**config.mk**
```make
export PLATFORM = sky130hd
export DESIGN_NAME = alu_sequencer
export DESIGN_NICKNAME = d
export VERILOG_FILES = /design/src/rtl/cpu_pkg.sv /design/src/rtl/branch_cond.sv /design/src/rtl/alu_sequencer.sv
export SDC_FILE = /design/constraint.sdc
export NUM_CORES = 1
export LEC_CHECK = 0
export ABC_AREA = 1
export CAP_MARGIN = 20
export CORE_MARGIN = 1.5
export CORE_UTILIZATION = 48
export CTS_CLUSTER_SIZE = 24
export DETAILED_ROUTE_END_ITERATION = 8
export MAX_ROUTING_LAYER = met4
export PLACE_DENSITY = 0.86
export SYNTH_ARGS = -nofsm -noshare
export SYNTH_HDL_FRONTEND = slang
export SYNTH_SLANG_ARGS = --single-unit
```
**constraint.sdc**
```tcl
create_clock -name clk -period 2.5 [get_ports clk]
set_clock_uncertainty 0.15 [all_clocks]
set_input_delay 0.5 -clock clk [delete_from_list [all_inputs] [get_ports clk]]
set_output_delay 0.5 -clock clk [all_outputs]
set_load 0.05 [all_outputs]
```
**src/rtl/cpu_pkg.sv**
```systemverilog
// cpu_pkg: shared opcodes, flag bit positions, instruction fields and sequencer states.
package cpu_pkg;
    localparam logic [3:0] OP_JMP = 4'h0, OP_ADD = 4'h1, OP_SUB = 4'h2, OP_LSL = 4'h3;
    localparam logic [3:0] OP_LSR = 4'h4, OP_AND = 4'h5, OP_OR  = 4'h6, OP_XOR = 4'h7;
    localparam logic [3:0] OP_LD  = 4'h8, OP_ST  = 4'h9, OP_MOV = 4'hA, OP_BEQ = 4'hB;
    localparam logic [3:0] OP_BNE = 4'hC, OP_BLT = 4'hD, OP_BGT = 4'hE, OP_CMP = 4'hF;

    localparam int FLAG_C = 3, FLAG_N = 2, FLAG_V = 1, FLAG_Z = 0;

    localparam int OPC_HI = 15, OPC_LO = 12, RD_HI = 11, RD_LO = 8;
    localparam int RA_HI  = 7,  RA_LO  = 4,  RB_HI = 3,  RB_LO = 0;

    typedef enum logic [2:0] {
        S_IDLE, S_FETCH, S_DECODE, S_EXECUTE, S_MEMORY, S_WRITEBACK
    } state_t;

    function automatic logic sets_flags(input logic [3:0] op);
        return op inside {OP_ADD, OP_SUB, OP_LSL, OP_LSR, OP_AND, OP_OR, OP_XOR, OP_CMP};
    endfunction

    function automatic logic is_branch(input logic [3:0] op);
        return op inside {OP_JMP, OP_BEQ, OP_BNE, OP_BLT, OP_BGT};
    endfunction

    // The ALU never sees a carry-in from the flag register.
    function automatic logic [3:0] flags_to_alu(input logic [3:0] f);
        flags_to_alu = f;
        flags_to_alu[FLAG_C] = 1'b0;
    endfunction
endpackage

```
**src/rtl/branch_cond.sv**
```systemverilog
// branch_cond: decides whether a branch opcode is taken for the given {C,N,V,Z} flags.
module branch_cond
    import cpu_pkg::*;
(
    input  logic [3:0] opcode,
    input  logic [3:0] flags,
    output logic       taken
);
    logic n, z, unused_cv;

    assign n = flags[FLAG_N];
    assign z = flags[FLAG_Z];
    assign unused_cv = ^{flags[FLAG_C], flags[FLAG_V]};
    assign taken = opcode == OP_JMP
                || (opcode == OP_BEQ && z)
                || (opcode == OP_BNE && !z)
                || (opcode == OP_BLT && n && !z)
                || (opcode == OP_BGT && !n && !z);
endmodule

```
**src/rtl/alu_sequencer.sv**
```systemverilog
// alu_sequencer: multi-cycle fetch/decode/execute/memory/writeback sequencer that owns
// the pc and flag register and drives the ALU, register file and memory port.
module alu_sequencer
    import cpu_pkg::*;
#(
    parameter logic [15:0] RESET_PC    = 16'h0000,
    parameter logic [3:0]  RESET_FLAGS = 4'b0000
) (
    input  logic        clk,
    input  logic        rst_n,
    input  logic        run,
    output logic [15:0] mem_addr,
    output logic        mem_rd,
    output logic        mem_wr,
    output logic [15:0] mem_wdata,
    input  logic [15:0] mem_rdata,
    input  logic        mem_ready,
    output logic [3:0]  rf_ra,
    output logic [3:0]  rf_rb,
    input  logic [15:0] rf_da,
    input  logic [15:0] rf_db,
    output logic        rf_we,
    output logic [3:0]  rf_wa,
    output logic [15:0] rf_wd,
    output logic [3:0]  alu_func,
    output logic [15:0] alu_op0,
    output logic [15:0] alu_op1,
    output logic        alu_flag_en,
    output logic [3:0]  alu_flag_in,
    input  logic [15:0] alu_q,
    input  logic [3:0]  alu_flag_out,
    output logic [15:0] pc,
    output logic [3:0]  flags,
    output logic        busy
);
    state_t      state, after;
    logic [15:0] ir, opa, opb, res, br_pc;
    logic [3:0]  op, rd;
    logic        taken;

    assign op    = ir[OPC_HI:OPC_LO];
    assign rd    = ir[RD_HI:RD_LO];
    assign rf_ra = ir[RA_HI:RA_LO];
    assign rf_rb = op == OP_ST ? rd : ir[RB_HI:RB_LO];
    assign busy  = state != S_IDLE;
    assign after = run ? S_FETCH : S_IDLE;
    assign br_pc = taken ? opa : pc;

    branch_cond u_branch_cond (.opcode(op), .flags(flags), .taken(taken));

    // Outputs are loaded on the transition into the state that presents them.
    always_ff @(posedge clk or negedge rst_n) begin
        if (!rst_n) begin
            state       <= S_IDLE;
            pc          <= RESET_PC;
            flags       <= RESET_FLAGS;
            ir          <= '0;
            opa         <= '0;
            opb         <= '0;
            res         <= '0;
            mem_addr    <= '0;
            mem_rd      <= 1'b0;
            mem_wr      <= 1'b0;
            mem_wdata   <= '0;
            rf_we       <= 1'b0;
            rf_wa       <= '0;
            rf_wd       <= '0;
            alu_func    <= '0;
            alu_op0     <= '0;
            alu_op1     <= '0;
            alu_flag_en <= 1'b0;
            alu_flag_in <= '0;
        end else begin
            rf_we       <= 1'b0;
            alu_flag_en <= 1'b0;
            case (state)
                S_IDLE: if (run) begin
                    state    <= S_FETCH;
                    mem_rd   <= 1'b1;
                    mem_addr <= pc;
                end
                S_FETCH: if (mem_ready) begin
                    ir       <= mem_rdata;
                    pc       <= pc + 16'd1;
                    mem_rd   <= 1'b0;
                    mem_addr <= '0;
                    state    <= S_DECODE;
                end
                S_DECODE: begin
                    opa         <= rf_da;
                    opb         <= rf_db;
                    alu_func    <= op;
                    alu_op0     <= rf_da;
                    alu_op1     <= op == OP_MOV ? '0 : rf_db;
                    alu_flag_en <= sets_flags(op);
                    alu_flag_in <= flags_to_alu(flags);
                    state       <= S_EXECUTE;
                end
                S_EXECUTE: begin
                    res <= alu_q;
                    if (sets_flags(op)) flags <= alu_flag_out;
                    if (op == OP_LD || op == OP_ST) begin
                        state     <= S_MEMORY;
                        mem_addr  <= alu_q;
                        mem_rd    <= op == OP_LD;
                        mem_wr    <= op == OP_ST;
                        mem_wdata <= op == OP_ST ? opb : '0;
                    end else if (op == OP_CMP || is_branch(op)) begin
                        state    <= after;
                        pc       <= br_pc;
                        mem_rd   <= run;
                        mem_addr <= run ? br_pc : '0;
                    end else begin
                        state <= S_WRITEBACK;
                        rf_we <= 1'b1;
                        rf_wa <= rd;
                        rf_wd <= alu_q;
                    end
                end
                S_MEMORY: if (mem_ready) begin
                    mem_wr    <= 1'b0;
                    mem_wdata <= '0;
                    if (op == OP_LD) begin
                        res      <= mem_rdata;
                        mem_rd   <= 1'b0;
                        mem_addr <= '0;
                        rf_we    <= 1'b1;
                        rf_wa    <= rd;
                        rf_wd    <= mem_rdata;
                        state    <= S_WRITEBACK;
                    end else begin
                        mem_rd   <= run;
                        mem_addr <= run ? pc : '0;
                        state    <= after;
                    end
                end
                S_WRITEBACK: begin
                    mem_rd   <= run;
                    mem_addr <= run ? pc : '0;
                    state    <= after;
                end
                default: state <= S_IDLE;
            endcase
        end
    end
endmodule
```
# Yosys cells after proc, flatten, opt, wreduce, memory -nomap -nowiden
# Index checks and enable logic that the tools add are counted.
# op_classes
magnitude_cmp,0
mul,0
n_reduce_logical,29
n_addsub,1
bitwise,0
shift,0
n_mux,52
div_mod_pow,0
n_eq_ne,29
# op_table
cell,count
$mux 16,19
$pmux 16 s2,3
$pmux 16 s5,1
$eq 4x4->1 const B,8
$mux 4,5
$mux 3,6
$pmux 3 s6,1
$add 16x1->16 const B,1
$eq 4x3->1 const B,4
$ne 2x2->1 const B,8
$mux 1,13
$reduce_and 5->1,2
$reduce_bool 5->1,2
$eq 4x2->1 const B,2
$pmux 4 s2,1
$reduce_bool 8->1,1
$eq 3x2->1 const B,2
$eq 3x3->1 const B,2
$logic_and 1x1->1,6
$logic_or 1x1->1,6
$reduce_and 3->1,2
$pmux 1 s5,1
$eq 4x1->1 const B,1
$logic_not 4->1,1
9 further kinds,13
# word_totals
inputBits,72
mem_bits_rw,0
register_bits,150
rom_bits,0
latch_bits,0
memories,0

# Logic depth before layout (Yosys ltp)
# Gate-level depths: netlist of run 1.
# logic_depth
word_depth,11
depth_mapped,12
depth_no_buf,10

# Modules after synthesis
# A second synthesis of run 1 with hierarchy kept.
# unflattened
hier_cells,1094
area_unflattened_um2,7881.3
# modules_own_cells
module,cells_each,area_each_um2,instances,seq_area_each_um2
alu_sequencer,1077,7813.7,1,3753.6
branch_cond,17,67.6,1,0.0

# Least setup slack after synthesis of run 1
# OpenSTA, ideal clock, no wires.
# synth_path
path_type,reg-to-reg
from,reg pc[0]
to,reg pc[12]
path_slack_ns,0.501
t_arrival_ns,1.782
n_path_buf,0
path_stages_with_launch,9
cell_sequence,dfrtp_1 ha_1 nand3_1 inv_1 nand3_1 or2_2 nand3_1 nand3_1 nand2_1
# synth_via
elab_chain_cells,3
# synth_lines
item,line_no,rtl
start: declaration,alu_sequencer.sv:32,"output logic [15:0] pc,"
start signal: assignment,alu_sequencer.sv:84,pc <= pc + 16'd1;
start signal: assignment,alu_sequencer.sv:110,pc <= br_pc;
$add 16x1->16,alu_sequencer.sv:84,
$mux 16,alu_sequencer.sv:82,S_FETCH: if (mem_ready) begin
$pmux 16 s2,alu_sequencer.sv:76,case (state)
# No other way between the ends. The select of a mux whose other input is x is not followed.
# A chain may end at the register's enable or synchronous reset.

# Worst setup path after layout of run 1
# layout_path
from,reg pc[8]
to,out pc[8]
# No word-level cell between the ends.

==> results of run 1 <==
[cell families (layout without fill, tap and decap cells)]
logic type,Yosys count,in the layout,share of synthesized area
muxes,3,3,0.00467
buffers and inverters,130,330,0.0785
and+or+nand+nor,466,466,0.273
adders and majority gates,1,1,0.00173
DFF,150,150,0.518
xor gates and xnor gates,4,4,0.00484
other,1,1,0.000518
AOI/OAI and AO/OA,163,163,0.118
[placed cells by master, fill, tap and decap left out, types with 2 or more instances in the layout]
cell type        instances
dlymetal6s2s_1           4
xor2_1                   4
nor3_1                   4
nand4_1                 20
nand3_1                 44
dfrtp_2                  2
buf_12                   8
nor2_2                   6
clkinv_8                 4
inv_1                   75
dlygate4sd2_1            3
nand3_4                  2
a22oi_1                  2
o21ai_1                 10
inv_2                    7
nand2_4                  3
inv_6                    2
inv_4                    2
inv_8                    7
nand3_2                  4
mux2_2                   3
a21oi_1                 54
buf_4                   14
nor2_1                  89
clkbuf_16               17
dfrtp_1                148
clkdlybuf4s50_1        182
nand2_1                285
nand3b_1                 2
o21ai_0                 88
nand2_2                  3
[repair_timing]
action,in CTS,in global routing
hold buffers,1,0
resized for setup,3,7
endpoints found under the hold margin,52,0
gates cloned,0,0
setup endpoints to repair,3,8
[power by group through the flow]
stage / Clock [uW] / Sequential [uW] / Combinational, uW
floorplan: 0 / 7100 / 3610
global route: 2700 / 4620 / 10100
CTS: 2590 / 4470 / 9410
global placement: 0 / 4460 / 9160
finish: 2570 / 4500 / 9420
detailed placement: 0 / 4480 / 9380
[layer usage]
layer | GRT usage | routed length, um | share of wire
met1 | 0.398 | 9280 | 0.42
met5 | - | 0 | 0
met4 | 0.117 | 597 | 0.027
met3 | 0.0599 | 2090 | 0.095
met2 | 0.440 | 9940 | 0.45
[layout make-up]
| class | instances | area (sq um) |
|---|---|---|
| Multi-Input combinational cell | 638 | 2920 |
| Clock buffer | 17 | 425 |
| Timing Repair Buffer | 213 | 2180 |
| Fill cell | 1173 | 4620 |
| Tap cell | 184 | 230 |
| Clock inverter | 15 | 178 |
| Inverter | 85 | 324 |
| Sequential cell | 150 | 3760 |
[worst min path at each step]
stage	startpoint	end	slack, ns
finish	ir[4]	ir[4]	0.33
global route	ir[6]	ir[6]	0.35
CTS	ir[4]	ir[4]	0.34
detailed placement	ir[4]	ir[4]	0.32
global placement	alu_op1[6]	alu_op1[6]	0.32
floorplan	rst_n	alu_flag_en	0.05
[state kept, by name, indices dropped and copies added, names as in the netlist]
name	flops
rf_we	1
opb	16
rf_wd	16
mem_wdata	16
alu_op1	16
flags	4
opa	16
ir	16
mem_addr	16
alu_flag_en	1
mem_rd	1
rf_wa	4
alu_func	4
state	3
mem_wr	1
pc	16
alu_flag_in	3
[per-stage QoR]
step	hold slack [ns]	instances	total power, uW	cell area (sq um)	setup WS [ns]
detailed placement	0.323	1269	13900	9400	0.109
global route	0.349	1302	17400	10000	0.000349
floorplan	0.0544	918	10700	7240	0.501
global placement	0.316	1269	13600	9400	0.231
finish	0.334	1302	16500	10000	0.0249
CTS	0.339	1302	16500	10000	0.00512
==> out/results.txt, run 1 <==
status = finished, violations left
failing checks = design-rule violations
CP peak stage delay = 0.87 ns
Cell variety after synth = 41
syn_nets = 991
FF+latch count, synth = 150
Peak Freq = 404 MHz
grt ovf = 0
CTS clock-pin slew for the worst setup and hold paths = 0.06 ns
total CTS buffers = 17
Placer Congestion = 0.957
Sw Ratio = 0.521
critical path class = reg2out
initial core utilization = 0.494
post-route ant nets = 0
post-route core utilization = 0.684
Initial DRC Count = 709
setup_tns = 0 ns
via count = 7,063
Hold Path Stages = 2
CTS tree = built
Root Driver = clkbuf_16
EDFF count, synth = 0
detail-routed via count per cell = 5.42
ys async rst share = 1.00
first-pass detailed-route iteration total = 7
top-count cell post-synth = nand2_1
ys flop type = dfrtp_1
largest cells by area after synthesis = dfrtp_1 52%, nand2_1 15%, o21ai_0 6.1%, nor2_1 4.6%, inv_1 3.9%
Internal = 7900 uW
vias in the first global route = 6,859
Longest Clk Path Bufs = 2
Hold WC Path Type = reg2reg
Critical Path Start = pc[8]
CP bufs+invs = 1
clk sinks = 150
# setup viols final = 0
CP Capture Type = primary output
post-synthesis cell count = 918
Crit Reg-Reg Endpoint = pc[1]
ANT cells = 0
global-route wire length before repair = 35.4 mm
Yosys top cell by area = dfrtp_1
period utilization = 0.990
# port buffers = 195
drt drc = 13
Post-synth top cells = 285 x nand2_1, 150 x dfrtp_1, 89 x nor2_1
R2R depth = 8
Pwr Density = 1650 mW/mm^2
Synth warnings = 0
die area = 0.0158 sq mm
post-DP HPWL = 15.8 mm
Pleak = 0.00473 uW
Seq pwr share = 0.273
Critical Path Sink = pc[8]
crit path DAT = 1.83 ns
io pins = 197
Synth-to-Final Area Change = 38.4%
Max VDD drop = 1110 uV
CP cell instances = clkdlybuf4s50_1
Net Switching = 8590 uW
Crit-path slowest cell = clkdlybuf4s50_1
row count = 44
Comb power frac = 0.571
Crit path depth = 1
CP Launch Type = flop
Worst-Margin Slew = 0.590 ns
WP data required = 1.85 ns
endpoints failing hold = 0
Total Routing Usage GR = 0.295
clock power share = 0.156
WL/cell = 16.8 um
H-tree depth = 4
Die H = 126 um
NumNets Final = 1,178
area share of the largest cell type after synthesis = 0.518
R2R Setup Slk = 0.40 ns
max-slew violation count = 0
DIE WIDTH = 126 um
Synth Cell Area = 0.00724 sq mm
pin count of the biggest net entering global routing = 56
CP max FO = 8
Clock Latency Late Sink = 0.43 ns
fin crit period = 2.48 ns
WL final = 21.9 mm
Mean Syn Cell Area = 7.89 sq um
setup bufs post-CTS = 0
normalized max-slew margin = 0.604
Seq/Total Area, Yosys = 0.518
RSZ-0062 raised after global routing = no
initial antenna violation count = 0
Critical R2R Launch = ir[13]
CP top delay family = buffers and inverters
ratio of cells with drive above 1 in the final layout = 0.0823
# Max-Cap Violations = 0
Core ar. = 0.0146 sq mm
Power figures use the tool's default switching activity.
==> run 2: changes to the inputs <==
--- a/config.mk
+++ b/config.mk
@@ -11,6 +11,7 @@
 export CORE_UTILIZATION = 48
 export CTS_CLUSTER_SIZE = 24
 export DETAILED_ROUTE_END_ITERATION = 8
+export HOLD_SLACK_MARGIN = 0.06
 export MAX_ROUTING_LAYER = met4
 export PLACE_DENSITY = 0.86
 export SYNTH_ARGS = -nofsm -noshare
==> results of run 2 <==
Same layout as run 1: the final DEF is identical, and so are final timing and power.
